## config.mk

```make
export PLATFORM = sky130hd
export DESIGN_NAME = vm_multi_ctrl
export DESIGN_NICKNAME = d
export VERILOG_FILES = /design/src/rtl/vm_multi_ctrl.sv
export SDC_FILE = /design/constraint.sdc
export NUM_CORES = 1
export LEC_CHECK = 0
export BUFFER_PORTS_ARGS = -buffer_cell sky130_fd_sc_hd__buf_2
export CAP_MARGIN = 20
export CORE_ASPECT_RATIO = 1.1
export CORE_MARGIN = 3
export CORE_UTILIZATION = 25
export DETAILED_ROUTE_END_ITERATION = 10
export GPL_TIMING_DRIVEN = 0
export HOLD_SLACK_MARGIN = 0.12
export PLACE_DENSITY = 0.45
export SKIP_CTS_REPAIR_TIMING = 1
export SLEW_MARGIN = 0
export SYNTH_ARGS = -nofsm -noshare
export SYNTH_HDL_FRONTEND = slang
export SYNTH_SLANG_ARGS = --single-unit
```

## constraint.sdc

```tcl
create_clock -name clk -period 6.1 [get_ports clk]
set_input_delay 1.22 -clock clk [delete_from_list [all_inputs] [get_ports clk]]
set_output_delay 1.22 -clock clk [all_outputs]
set_load 0.01 [all_outputs]
```

## src/rtl/vm_multi_ctrl.sv

```systemverilog
// vm_multi_ctrl: N-slot vending controller with restock, coin collection, watchdog abort and
// refund. Define VM_COIN_CHANGE_EN to return change coin-by-coin instead of as a lump sum.
module vm_multi_ctrl #(
   parameter int unsigned N_ITEMS   = 8,
   parameter int unsigned CNT_W     = 5,
   parameter int unsigned MAX_STOCK = 16,
   parameter int unsigned COST_W    = 8,
   parameter int unsigned AMT_W     = 12,
   parameter int unsigned TIMEOUT   = 255,
   localparam int unsigned IDX_W    = $clog2(N_ITEMS)
) (
   input  logic              clk,
   input  logic              hrst_n,
   input  logic              rs_valid,
   input  logic [IDX_W-1:0]  rs_item,
   input  logic [CNT_W-1:0]  rs_count,
   input  logic [COST_W-1:0] rs_cost,
   input  logic              sel_valid,
   input  logic [IDX_W-1:0]  sel_item,
   input  logic [1:0]        coin,
   input  logic              confirm,
   input  logic              cancel,
   output logic              product_valid,
   output logic [IDX_W-1:0]  product_id,
   output logic [2:0]        status,
   output logic [COST_W-1:0] price,
   output logic [AMT_W-1:0]  amount,
   output logic              change_valid,
   output logic [1:0]        change_coin,
   output logic              busy
);

   localparam int unsigned WD_W = (TIMEOUT > 0) ? $clog2(TIMEOUT + 1) : 1;

   localparam logic [2:0] StsNone    = 3'd0;
   localparam logic [2:0] StsAvail   = 3'd1;
   localparam logic [2:0] StsOos     = 3'd2;
   localparam logic [2:0] StsError   = 3'd3;
   localparam logic [2:0] StsInsuff  = 3'd4;
   localparam logic [2:0] StsTimeout = 3'd5;
   localparam logic [2:0] StsRefund  = 3'd6;

   typedef enum logic [2:0] {StIdle, StRestock, StCheck, StCollect, StVend, StChange} state_e;

   state_e            state_q, state_d;
   logic [CNT_W-1:0]  stock_q [N_ITEMS];
   logic [CNT_W-1:0]  stock_d [N_ITEMS];
   logic [COST_W-1:0] cost_q  [N_ITEMS];
   logic [COST_W-1:0] cost_d  [N_ITEMS];
   logic [IDX_W-1:0]  slot_q, slot_d;
   logic [WD_W-1:0]   wdog_q, wdog_d;

   logic              product_valid_d, change_valid_d, busy_d;
   logic [IDX_W-1:0]  product_id_d;
   logic [2:0]        status_d;
   logic [COST_W-1:0] price_d;
   logic [AMT_W-1:0]  amount_d;
   logic [1:0]        change_coin_d;

   logic [AMT_W-1:0]  coin_val, credit;
   logic [AMT_W:0]    coin_sum;
   logic [CNT_W:0]    rs_sum;
   logic              rs_item_ok, rs_over;

   always_comb begin
      unique case (coin)
         2'b00: coin_val = AMT_W'(0);
         2'b01: coin_val = AMT_W'(5);
         2'b10: coin_val = AMT_W'(10);
         2'b11: coin_val = AMT_W'(25);
      endcase
      coin_sum   = {1'b0, amount} + {1'b0, coin_val};
      // Saturate rather than wrap so a flood of coins can never lose credit.
      credit     = coin_sum[AMT_W] ? '1 : coin_sum[AMT_W-1:0];
      rs_item_ok = 32'(rs_item) < N_ITEMS;
      rs_sum     = {1'b0, stock_q[rs_item]} + {1'b0, rs_count};
      rs_over    = 32'(rs_sum) > MAX_STOCK;
   end

   always_comb begin
      state_d         = state_q;
      stock_d         = stock_q;
      cost_d          = cost_q;
      slot_d          = slot_q;
      wdog_d          = wdog_q;
      product_valid_d = 1'b0;
      product_id_d    = product_id;
      status_d        = status;
      price_d         = price;
      amount_d        = amount;
      change_valid_d  = 1'b0;
      change_coin_d   = 2'b00;
      unique case (state_q)
         StIdle: begin
            status_d = StsNone;
            amount_d = '0;
            if (rs_valid) begin
               state_d = StRestock;
            end else if (sel_valid) begin
               slot_d  = sel_item;
               state_d = StCheck;
            end
         end
         StRestock: begin
            if (!rs_valid) begin
               state_d = StIdle;
            end else if (!rs_item_ok) begin
               status_d = StsError;
            end else begin
               status_d = rs_over ? StsError : StsNone;
               if (!rs_over) stock_d[rs_item] = rs_sum[CNT_W-1:0];
               if (rs_cost != '0) cost_d[rs_item] = rs_cost;
            end
         end
         StCheck: begin
            if (stock_q[slot_q] != '0) begin
               status_d = StsAvail;
               price_d  = cost_q[slot_q];
               wdog_d   = WD_W'(TIMEOUT);
               state_d  = StCollect;
            end else begin
               status_d = StsOos;
               state_d  = StIdle;
            end
         end
         StCollect: begin
            amount_d = credit;
            if (coin != 2'b00) wdog_d = WD_W'(TIMEOUT);
            else if (wdog_q != '0) wdog_d = wdog_q - WD_W'(1);
            if (cancel) begin
               status_d = StsRefund;
               state_d  = StChange;
            end else if (wdog_q == '0) begin
               status_d = StsTimeout;
               state_d  = StChange;
            end else if (confirm) begin
               if (credit >= AMT_W'(price)) state_d = StVend;
               else status_d = StsInsuff;
            end
         end
         StVend: begin
            product_valid_d = 1'b1;
            product_id_d    = slot_q;
            stock_d[slot_q] = stock_q[slot_q] - CNT_W'(1);
            amount_d        = amount - AMT_W'(price);
            state_d         = (amount_d != '0) ? StChange : StIdle;
         end
         StChange: begin
`ifdef VM_COIN_CHANGE_EN
            change_valid_d = 1'b1;
            if (amount >= AMT_W'(25)) begin
               change_coin_d = 2'b11;
               amount_d      = amount - AMT_W'(25);
            end else if (amount >= AMT_W'(10)) begin
               change_coin_d = 2'b10;
               amount_d      = amount - AMT_W'(10);
            end else if (amount >= AMT_W'(5)) begin
               change_coin_d = 2'b01;
               amount_d      = amount - AMT_W'(5);
            end else begin
               change_valid_d = 1'b0;
            end
            // Sub-nickel residue cannot be paid out; drop it and finish.
            if (amount_d < AMT_W'(5)) begin
               amount_d = '0;
               state_d  = StIdle;
            end
`else
            // Lump-sum return: amount stays visible with the pulse, IDLE clears it.
            change_valid_d = 1'b1;
            state_d        = StIdle;
`endif
         end
         default: state_d = StIdle;
      endcase
      busy_d = (state_d != StIdle);
   end

   always_ff @(posedge clk) begin
      if (!hrst_n) begin
         state_q       <= StIdle;
         stock_q       <= '{default: '0};
         cost_q        <= '{default: '0};
         slot_q        <= '0;
         wdog_q        <= '0;
         product_valid <= 1'b0;
         product_id    <= '0;
         status        <= StsNone;
         price         <= '0;
         amount        <= '0;
         change_valid  <= 1'b0;
         change_coin   <= 2'b00;
         busy          <= 1'b0;
      end else begin
         state_q       <= state_d;
         stock_q       <= stock_d;
         cost_q        <= cost_d;
         slot_q        <= slot_d;
         wdog_q        <= wdog_d;
         product_valid <= product_valid_d;
         product_id    <= product_id_d;
         status        <= status_d;
         price         <= price_d;
         amount        <= amount_d;
         change_valid  <= change_valid_d;
         change_coin   <= change_coin_d;
         busy          <= busy_d;
      end
   end

endmodule

```

== Yosys cells after proc, flatten, opt, wreduce, memory -nomap -nowiden ==
Cells that the tools add are included.

* $add $sub $neg: 5
* $lt $le $gt $ge: 6
* Eq/ne operators: 14
* Mux-type cells: 48
* Bitwise operators: 3
* Reduce and logical (&&, ||, !) cells: 21

{| class="wikitable"
|+ Operators by type and width
! kind !! count
|-
| 40-bit bitwise mux || 2
|-
| 40-bit 2-to-1 mux || 2
|-
| 40-bit case mux with 2 select lines || 1
|-
| 64-bit bitwise mux || 1
|-
| 8-bit 2-to-1 mux || 6
|-
| 12-bit case mux with 4 select lines || 1
|-
| 3-bit 2-to-1 mux || 13
|-
| 12-bit case mux with 3 select lines || 1
|-
| 5-bit binary-select mux with 3-bit select || 2
|-
| 5-bit demux with 3-bit select || 2
|-
| 5-bit 2-to-1 mux || 6
|-
| 8-bit binary-select mux with 3-bit select || 1
|-
| 8-bit demux with 3-bit select || 1
|-
| 8-bit case mux with 2 select lines || 1
|-
| 8-bit nonzero test || 2
|-
| 3-bit case mux with 5 select lines || 1
|-
| 12-bit by 12-bit adder with 13-bit output || 1
|-
| 12-bit by 8-bit greater-or-equal comparator with 1-bit output || 1
|-
| 12-bit 2-to-1 mux || 1
|-
| 3-bit case mux with 4 select lines || 1
|-
| 3-bit AND reduction || 4
|-
| 12-bit nonzero test || 1
|-
| 12-bit by 8-bit subtractor with 12-bit output || 1
|-
| 4-bit greater-or-equal comparator (second input constant) || 2
|-
| 27 further kinds || 42
|}

* Register bits: 147
* Input bits: 27
* Output and inout port bits: 31

== Depth between registers and ports, before layout ==
Gate-level depths: netlist of the first run.

* Depth after elaboration: 11
* Mapped depth: 17

== Least setup slack after synthesis of the first run ==
Ideal clock, no wire load.

* Path kind: input to register
* Start: in rs_item[2]
* End: reg stock_q[7] (netlist bit)
* Library setup time: 0.116 ns
* Arrival time: 4.569 ns
* Setup slack: 1.415 ns
* Stages: 14
* Path through: buf_1 > mux4_2 > o21ai_0 > o211ai_1 > ha_1 > fa_1 > xor2_1 > nor3_1 > o21ai_0 > a211o_1 > buf_2 > o31ai_4 > o221ai_1 > o211a_1

* Cells in the longest elaborated chain, start to end: 9
* Elaborated cells between the ends (all ways): 17
* Classes of those cells: add/sub: 1; order compare: 3; eq/ne: 1; mux: 9; bitwise: 1; reduce/logical: 2

{| class="wikitable"
|+ RTL lines
! what !! line !! text
|-
| from (decl) || 15 || <nowiki>input logic [IDX_W-1:0] rs_item,</nowiki>
|-
| 3-bit inverter with 4-bit output (not written as such) (*) || 76, 111 ||
|-
| parallel branches: the longest is 8 deep, another holds 5-bit by 5-bit adder with 6-bit output || n/a ||
|-
| to (signal assigned) || 196 || <nowiki>stock_q <= stock_d;</nowiki>
|-
| to (decl) || 46 || <nowiki>logic [CNT_W-1:0] stock_q [N_ITEMS];</nowiki>
|}

Mark *: on every way between the ends. The select of a mux whose other input is x is not followed.
A chain may end at the register's enable or synchronous reset.

== Worst setup path after layout of the first run ==
* Start: in rs_item[2]
* End: reg stock_q[18] (netlist bit)

Same word-level chain as after synthesis.

==> results.py, run 1 <==
metrics = {
    "timing": {
        "drv_slew": 0,
        "hold_viol": 0,
        "grt_setup_unrepaired": "no",
        "timing.hold.ws_ns": 0.457,
        "fin_setup_tns_ns": 0,
        "fmaxAchievable_ghz": 0.187,
        "maxSlewHeadroom": 0.354,
        "setup_violations": 0,
        "period_share": 0.877,
        "min_period_ns": 5.35,
        "tightest_slew_ns": 0.965,
        "fin_skew_ns": 0.0148,
    },
    "routing": {
        "wl_um": 31700,
        "wl_met3_um": 1800,
        "wl_met1_um": 14000,
        "initialDrtViolationCount": 639,
        "drc": 0,
        "top_layer_used": "met4",
        "vias_per_cell": 5.32,
        "num_vias": 8132,
        "ant_nets": 0,
        "drt_first_pass_iters": 7,
        "routed-wl-met2_um": 15200,
        "wl_per_cell_um": 20.7,
    },
    "clock_network": {
        "cts_root_buf": "clkbuf_16",
        "clk_path_buf_depth": 2,
        "clkTransAtPathRegs_ns": 0.07,
        "htree_levels": 4,
        "clock-sinks": 147,
        "cts_tree": "built",
        "cts_made_buffers": 17,
        "clk_latency_ns": 0.44,
    },
    "finish": {
        "area_growth_pct": 15.4,
        "fin_util": 0.295,
        "regArea_um2": 2940,
        "finalNetCount": 1138,
        "fillers": 3681,
        "design_area_um2": 10200,
        "stdcell_count": 1530,
        "multi_input_area_um2": 5500,
        "drive_above_1_share": 0.141,
        "n_antenna_cell": 0,
    },
    "grt": {
        "grt_pass1_vias": 8049,
        "grt_pass1_wl_um": 48800,
        "grt_overflow": 0,
        "globalRouteTotalUtil": 0.169,
        "antenna_found_initial": 0,
        "grt_max_degree": 17,
    },
    "power": {
        "p_leak_nw": 3.81,
        "clkPwrFrac": 0.439,
        "p_comb_frac": 0.147,
        "sw_frac_of_total": 0.295,
        "powerDensity_nw_per_um2": 235,
        "ir_worst_vdd_uv": 149,
        "p_seq_frac": 0.414,
        "netSwitchingPower_mw": 0.707,
        "p_int_mw": 1.69,
    },
    "synthesis": {
        "synth_top_cells_by_area": "dfxtp_1, mux2i_1, nor2_1, ha_1, a21oi_1",
        "ys_types": 92,
        "syn-cell-area_um2": 8840,
        "synth_adder_area_share": 0.0478,
        "ys_seq_area_frac": 0.333,
        "yosys.area.top_type": "dfxtp_1",
        "yosys.area_share.simple": 0.164,
        "yosysMostFrequentCell": "dfxtp_1",
        "synth.avg_cell_area_um2": 8.73,
        "async_reset_ff_frac": 0,
        "ys_ff_latch": 147,
        "muxShareOfSynthArea": 0.137,
        "ys_warn_count": 0,
        "synth_edf_count": 0,
        "postSynthCellCount": 1013,
        "synth-compound-area-share": 0.252,
        "ys.flop_type": "dfxtp_1",
        "synth_top_family_by_area": "compound AO/OA/AOI/OAI gates",
        "synth_commonest_cells": "dfxtp_1, nor2_1, mux2i_1",
        "synthXorXnorAreaFrac": 0.0197,
        "synth_top_area_share": 0.333,
    },
    "setup_path": {
        "cpMaxStageDelayCell": "a21boi_1",
        "critPathCapture": "stock_q[18]",
        "crit_start": "rs_item[2]",
        "cp-end-kind": "flip-flop",
        "arrival_ns": 5.68,
        "path_common_cell": "a21oi_1",
        "cp.required_ns": 6.43,
        "r2r_setup_slack_ns": 1.72,
        "critPathMaxFanout": 10,
        "r2r_start": "amount[0]",
        "max_stage_delay_ns": 0.61,
        "crit_chain": "buf_2, buf_1, mux4_2, o21ai_0, o211ai_1, ha_1, fa_1, a21o_1, a21oi_1, xnor2_1, clkbuf_1, a211oi_2, a21boi_1, a21oi_1, a221oi_1",
        "worstReg2RegEnd": "status[0]",
        "critPathKind": "in -> reg",
        "start_kind": "input pin",
        "reg2regPathDepth": 14,
    },
    "placement": {
        "hpwl_um": 23800,
        "placed_cell_area_um2": 9630,
        "io_buffer_count": 46,
        "dp_cells": 1498,
        "routabilityCongestion": 0.891,
    },
    "job": {
        "maxCapViolCount": 0,
    },
    "worst_hold_path": {
        "min-delay-start": "product_id[2]",
        "min_path_type": "reg -> reg",
        "min_path_cells": 2,
    },
    "die": {
        "dieArea_um2": 37700,
        "die_w_um": 185,
        "die_h_um": 203,
        "initial_core_util": 0.256,
        "rows": 71,
        "io_pins": 58,
        "fp.coreArea_um2": 34600,
    },
    "status": {
        "status": "completed",
    },
}
[worst min path at each step]
stage                               end
after floorplan               wdog_q[7]
after global placement    product_id[2]
after detailed placement  product_id[1]
after CTS                 product_id[2]
after global routing      product_id[2]
final                     product_id[2]
[stage by stage]
step / power [mW] / setup slack (ns)
after floorplan: 1.24 / 1.42
after global placement: 1.36 / 0.313
after detailed placement: 1.36 / 0.301
after CTS: 2.41 / 0.743
after global routing: 2.49 / 0.439
final: 2.39 / 0.750
[routing by layer]
metal  vias to the layer above  global-route usage
li1                       3878                   -
met1                      3941               0.218
met2                       270               0.284
met3                        43              0.0318
met4                         0              0.0544
met5                         -                   0
[sequential cells by signal, summed over array words and instances, names as in the netlist, 3 cells and up]
| name | count |
|---|---|
| product_id | 3 |
| state_q | 3 |
| cost_q | 64 |
| wdog_q | 8 |
| stock_q | 40 |
| amount | 12 |
| slot_q | 3 |
| price | 8 |
| status | 3 |
[cell type report]
class                   instances  share of cell area
clock inverters                11              0.0116
multi-input cells             771               0.539
clock buffers                  21              0.0451
repair buffers                 46              0.0226
well taps                     438              0.0537
flip-flops and latches        147               0.288
plain buffers                  63              0.0272
inverters                      33              0.0121
[power groups by stage]
| stage | Sequential (mW) | Clock, mW | Combinational, mW |
|---|---|---|---|
| 6_report | 0.990 | 1.05 | 0.353 |
| 5_1_grt | 0.992 | 1.12 | 0.383 |
| 4_1_cts | 0.990 | 1.07 | 0.350 |
| 3_5_place_dp | 1.01 | 0 | 0.349 |
| 3_3_place_gp | 1.01 | 0 | 0.349 |
| 2_1_floorplan | 1.01 | 0 | 0.232 |
[worst max-delay path, delay by kind of cell]
kind / cells / cell delay [ns]
AOI/OAI and AO/OA: 8 / 1.91
xor gates and xnor gates: 1 / 0.20
adders and majority gates: 2 / 0.70
buffers and inverters: 3 / 1.08
muxes: 1 / 0.57
[layout by cell type, fill, tap and decap left out, types with 5 or more instances in the layout]
master	n
a31oi_1	9
nand2b_1	8
nor2_1	145
o21ai_0	42
ha_1	29
o22ai_1	7
nor2_2	8
o211a_1	13
a21oi_1	70
xnor2_1	13
buf_4	5
nand2_1	65
o211ai_1	5
o221ai_1	10
inv_1	31
a21o_1	11
dfxtp_1	147
mux2i_1	75
a211oi_1	28
mux4_2	13
xor2_1	5
a2bb2oi_1	12
nor2b_1	15
nand3_1	17
mux2_2	12
or3_1	6
clkbuf_16	17
buf_1	8
nor3_1	12
a221oi_1	13
buf_2	52
o21a_1	11
a22oi_1	8
and2_1	9
clkbuf_1	44
[kinds of logic (layout without fill, tap and decap cells)]
logic type      Yosys count  after routing
compound gates          301            301
xor+xnor                 19             19
fa+ha+maj                32             32
buf+inv                  96            174
flops                   147            147
mux                     103            103
other cells               1              2
simple gates            314            314
No activity file was read; power rests on OpenSTA's default activity.
==> run 2: changes to the inputs <==
CORE_UTILIZATION = 30   (was 25)
PLACE_DENSITY = 0.5   (was 0.45)
==> run 2 against run 1 <==
Compared with the run above:
- clock skew decreased by 0.0013 ns
- critical endpoint is now stock_q[13]
- routed wire length decreased by 5.0%
- final area decreased by 0.87%
- maximum frequency about the same
- critical path depth unchanged
- sequential power about the same
- largest cell class unchanged
- flip-flop and latch count unchanged
- clock power about the same
==> results.py, run 2 (same netlist as run 1, synthesis figures left out) <==
metrics = {
    "status": {
        "status": "completed",
    },
    "placement": {
        "io_buffer_count": 46,
        "routabilityCongestion": 0.919,
        "placed_cell_area_um2": 9540,
        "pre_cts_ws_ns": 0.376,
        "hpwl_um": 22700,
    },
    "setup_path": {
        "crit_start": "rs_item[2]",
        "r2r_setup_slack_ns": 1.74,
        "cp-end-kind": "flip-flop",
        "r2r_start": "amount[0]",
        "reg2regPathDepth": 14,
        "max_stage_delay_ns": 0.56,
        "worstReg2RegEnd": "status[0]",
        "cp.required_ns": 6.42,
        "critPathMaxFanout": 10,
        "cpMaxStageDelayCell": "mux4_2",
        "crit_buf_inv": 3,
        "path_common_cell": "a21oi_1",
        "cp_top_family": "compound AO/OA/AOI/OAI gates",
        "arrival_ns": 5.68,
        "critPathKind": "in -> reg",
        "start_kind": "input pin",
        "crit_chain": "buf_2, buf_1, mux4_2, o21ai_0, o211ai_1, ha_1, fa_1, a21o_1, a21oi_1, xnor2_1, clkbuf_1, a211oi_2, a21boi_1, a21oi_1, a221oi_1",
    },
    "clock_network": {
        "cts_root_buf": "clkbuf_16",
        "clock-sinks": 147,
        "htree_levels": 4,
        "cts_tree": "built",
        "clk_path_buf_depth": 2,
        "clkTransAtPathRegs_ns": 0.07,
        "cts_made_buffers": 17,
        "clk_latency_ns": 0.43,
    },
    "finish": {
        "layout_common_cells": "dfxtp_1, nor2_1, mux2i_1",
        "multi_input_area_um2": 5500,
        "final_common_cell": "dfxtp_1",
        "n_antenna_cell": 0,
        "reg_top3": "cost_q (64), stock_q (40), amount (12)",
        "drive_above_1_share": 0.142,
        "fillers": 3012,
        "regMostFlops": "cost_q",
        "area_growth_pct": 14.4,
        "largest_reg_flops": 64,
        "finalNetCount": 1138,
        "design_area_um2": 10100,
        "regArea_um2": 2940,
    },
    "grt": {
        "grt_max_degree": 17,
        "grt_pass1_wl_um": 46700,
        "grt_pass1_vias": 7879,
        "met3_usage": 0.0408,
        "globalRouteTotalUtil": 0.191,
        "top_usage_layer": "met2",
        "grt_overflow": 0,
        "antenna_found_initial": 0,
        "grt_use_met1": 0.248,
        "met2_usage": 0.317,
    },
    "routing": {
        "ant_nets": 0,
        "vias_per_cell": 5.52,
        "wl_per_cell_um": 20.6,
        "drt_first_pass_iters": 9,
        "initialDrtViolationCount": 764,
        "wl_um": 30100,
        "drc": 0,
        "num_vias": 8061,
    },
    "timing": {
        "setup_violations": 0,
        "hold_viol": 0,
        "period_share": 0.878,
        "tightest_slew_ns": 0.990,
        "fmaxAchievable_ghz": 0.187,
        "fin_skew_ns": 0.0135,
        "grt_setup_unrepaired": "no",
        "maxSlewHeadroom": 0.335,
        "setup_ws_ns": 0.745,
        "min_period_ns": 5.36,
        "fin_setup_tns_ns": 0,
        "drv_slew": 0,
    },
    "die": {
        "fp.coreArea_um2": 28900,
        "rows": 65,
        "initial_core_util": 0.306,
        "die_w_um": 170,
        "die_h_um": 186,
        "io_pins": 58,
        "dieArea_um2": 31600,
    },
    "job": {
        "maxCapViolCount": 0,
    },
    "power": {
        "ir_worst_vdd_uv": 207,
        "p_leak_nw": 3.79,
        "power.total_mw": 2.38,
        "powerDensity_nw_per_um2": 236,
    },
    "worst_hold_path": {
        "min-delay-start": "product_id[2]",
        "hold_path_end": "product_id[2]",
        "min_path_type": "reg -> reg",
        "min_path_cells": 2,
    },
}
-- run 2: cell count changes in the layout (fill, tap and decap cells not counted), sizes merged --
| cell | previous run | this run |
|---|---|---|
| clkbuf | 63 | 62 |
| clkinv | 4 | 3 |
| clkinvlp | 0 | 4 |
| inv | 39 | 37 |
-- run 2: tightest hold or removal path, stage by stage, from the launching register on --
cell	delay [ns]
dfxtp_1	0.31
nand2_1	0.05
a21oi_1	0.05
-- run 2: worst max-delay path by stage --
| stage | end | slack, ns | cells after the start |
|---|---|---|---|
| after floorplan | stock_q[7] | 1.42 | 14 |
| after global placement | stock_q[18] | 0.43 | 15 |
| after detailed placement | stock_q[18] | 0.38 | 15 |
| after CTS | stock_q[18] | 0.86 | 15 |
| after global routing | stock_q[18] | 0.45 | 15 |
| final | stock_q[13] | 0.74 | 15 |
-- run 2: report_power, final --
group	internal [mW]	switching [mW]	leakage, nW
clock	0.591	0.456	0.270
sequential	0.976	0.0142	1.19
combinational	0.116	0.232	2.34
-- run 2: per-layer routing --
metal  vias up  part of all wire  routed length, um
met1      3886              0.44              13200
met2       263              0.47              14000
li1       3863                 -                  -
met3        49             0.072               2180
met5         -                 0                  0
met4         0             0.024                715
-- run 2: area by class of cell --
class,count,share of cell area
Multi-Input combinational cell,771,0.544
Sequential cell,147,0.291
Tap cell,368,0.0455
Clock buffer,20,0.0451
Buffer,63,0.0275
Timing Repair Buffer,46,0.0228
Inverter,33,0.0122
Clock inverter,12,0.0120
-- run 2: per-stage QoR --
step                hold slack (ns)   util  std cells
finish                        0.463  0.350       1460
global placement              0.454  0.330       1428
CTS                           0.467  0.350       1460
floorplan                     0.440      -       1014
global route                  0.491  0.350       1460
detailed placement            0.456  0.330       1428
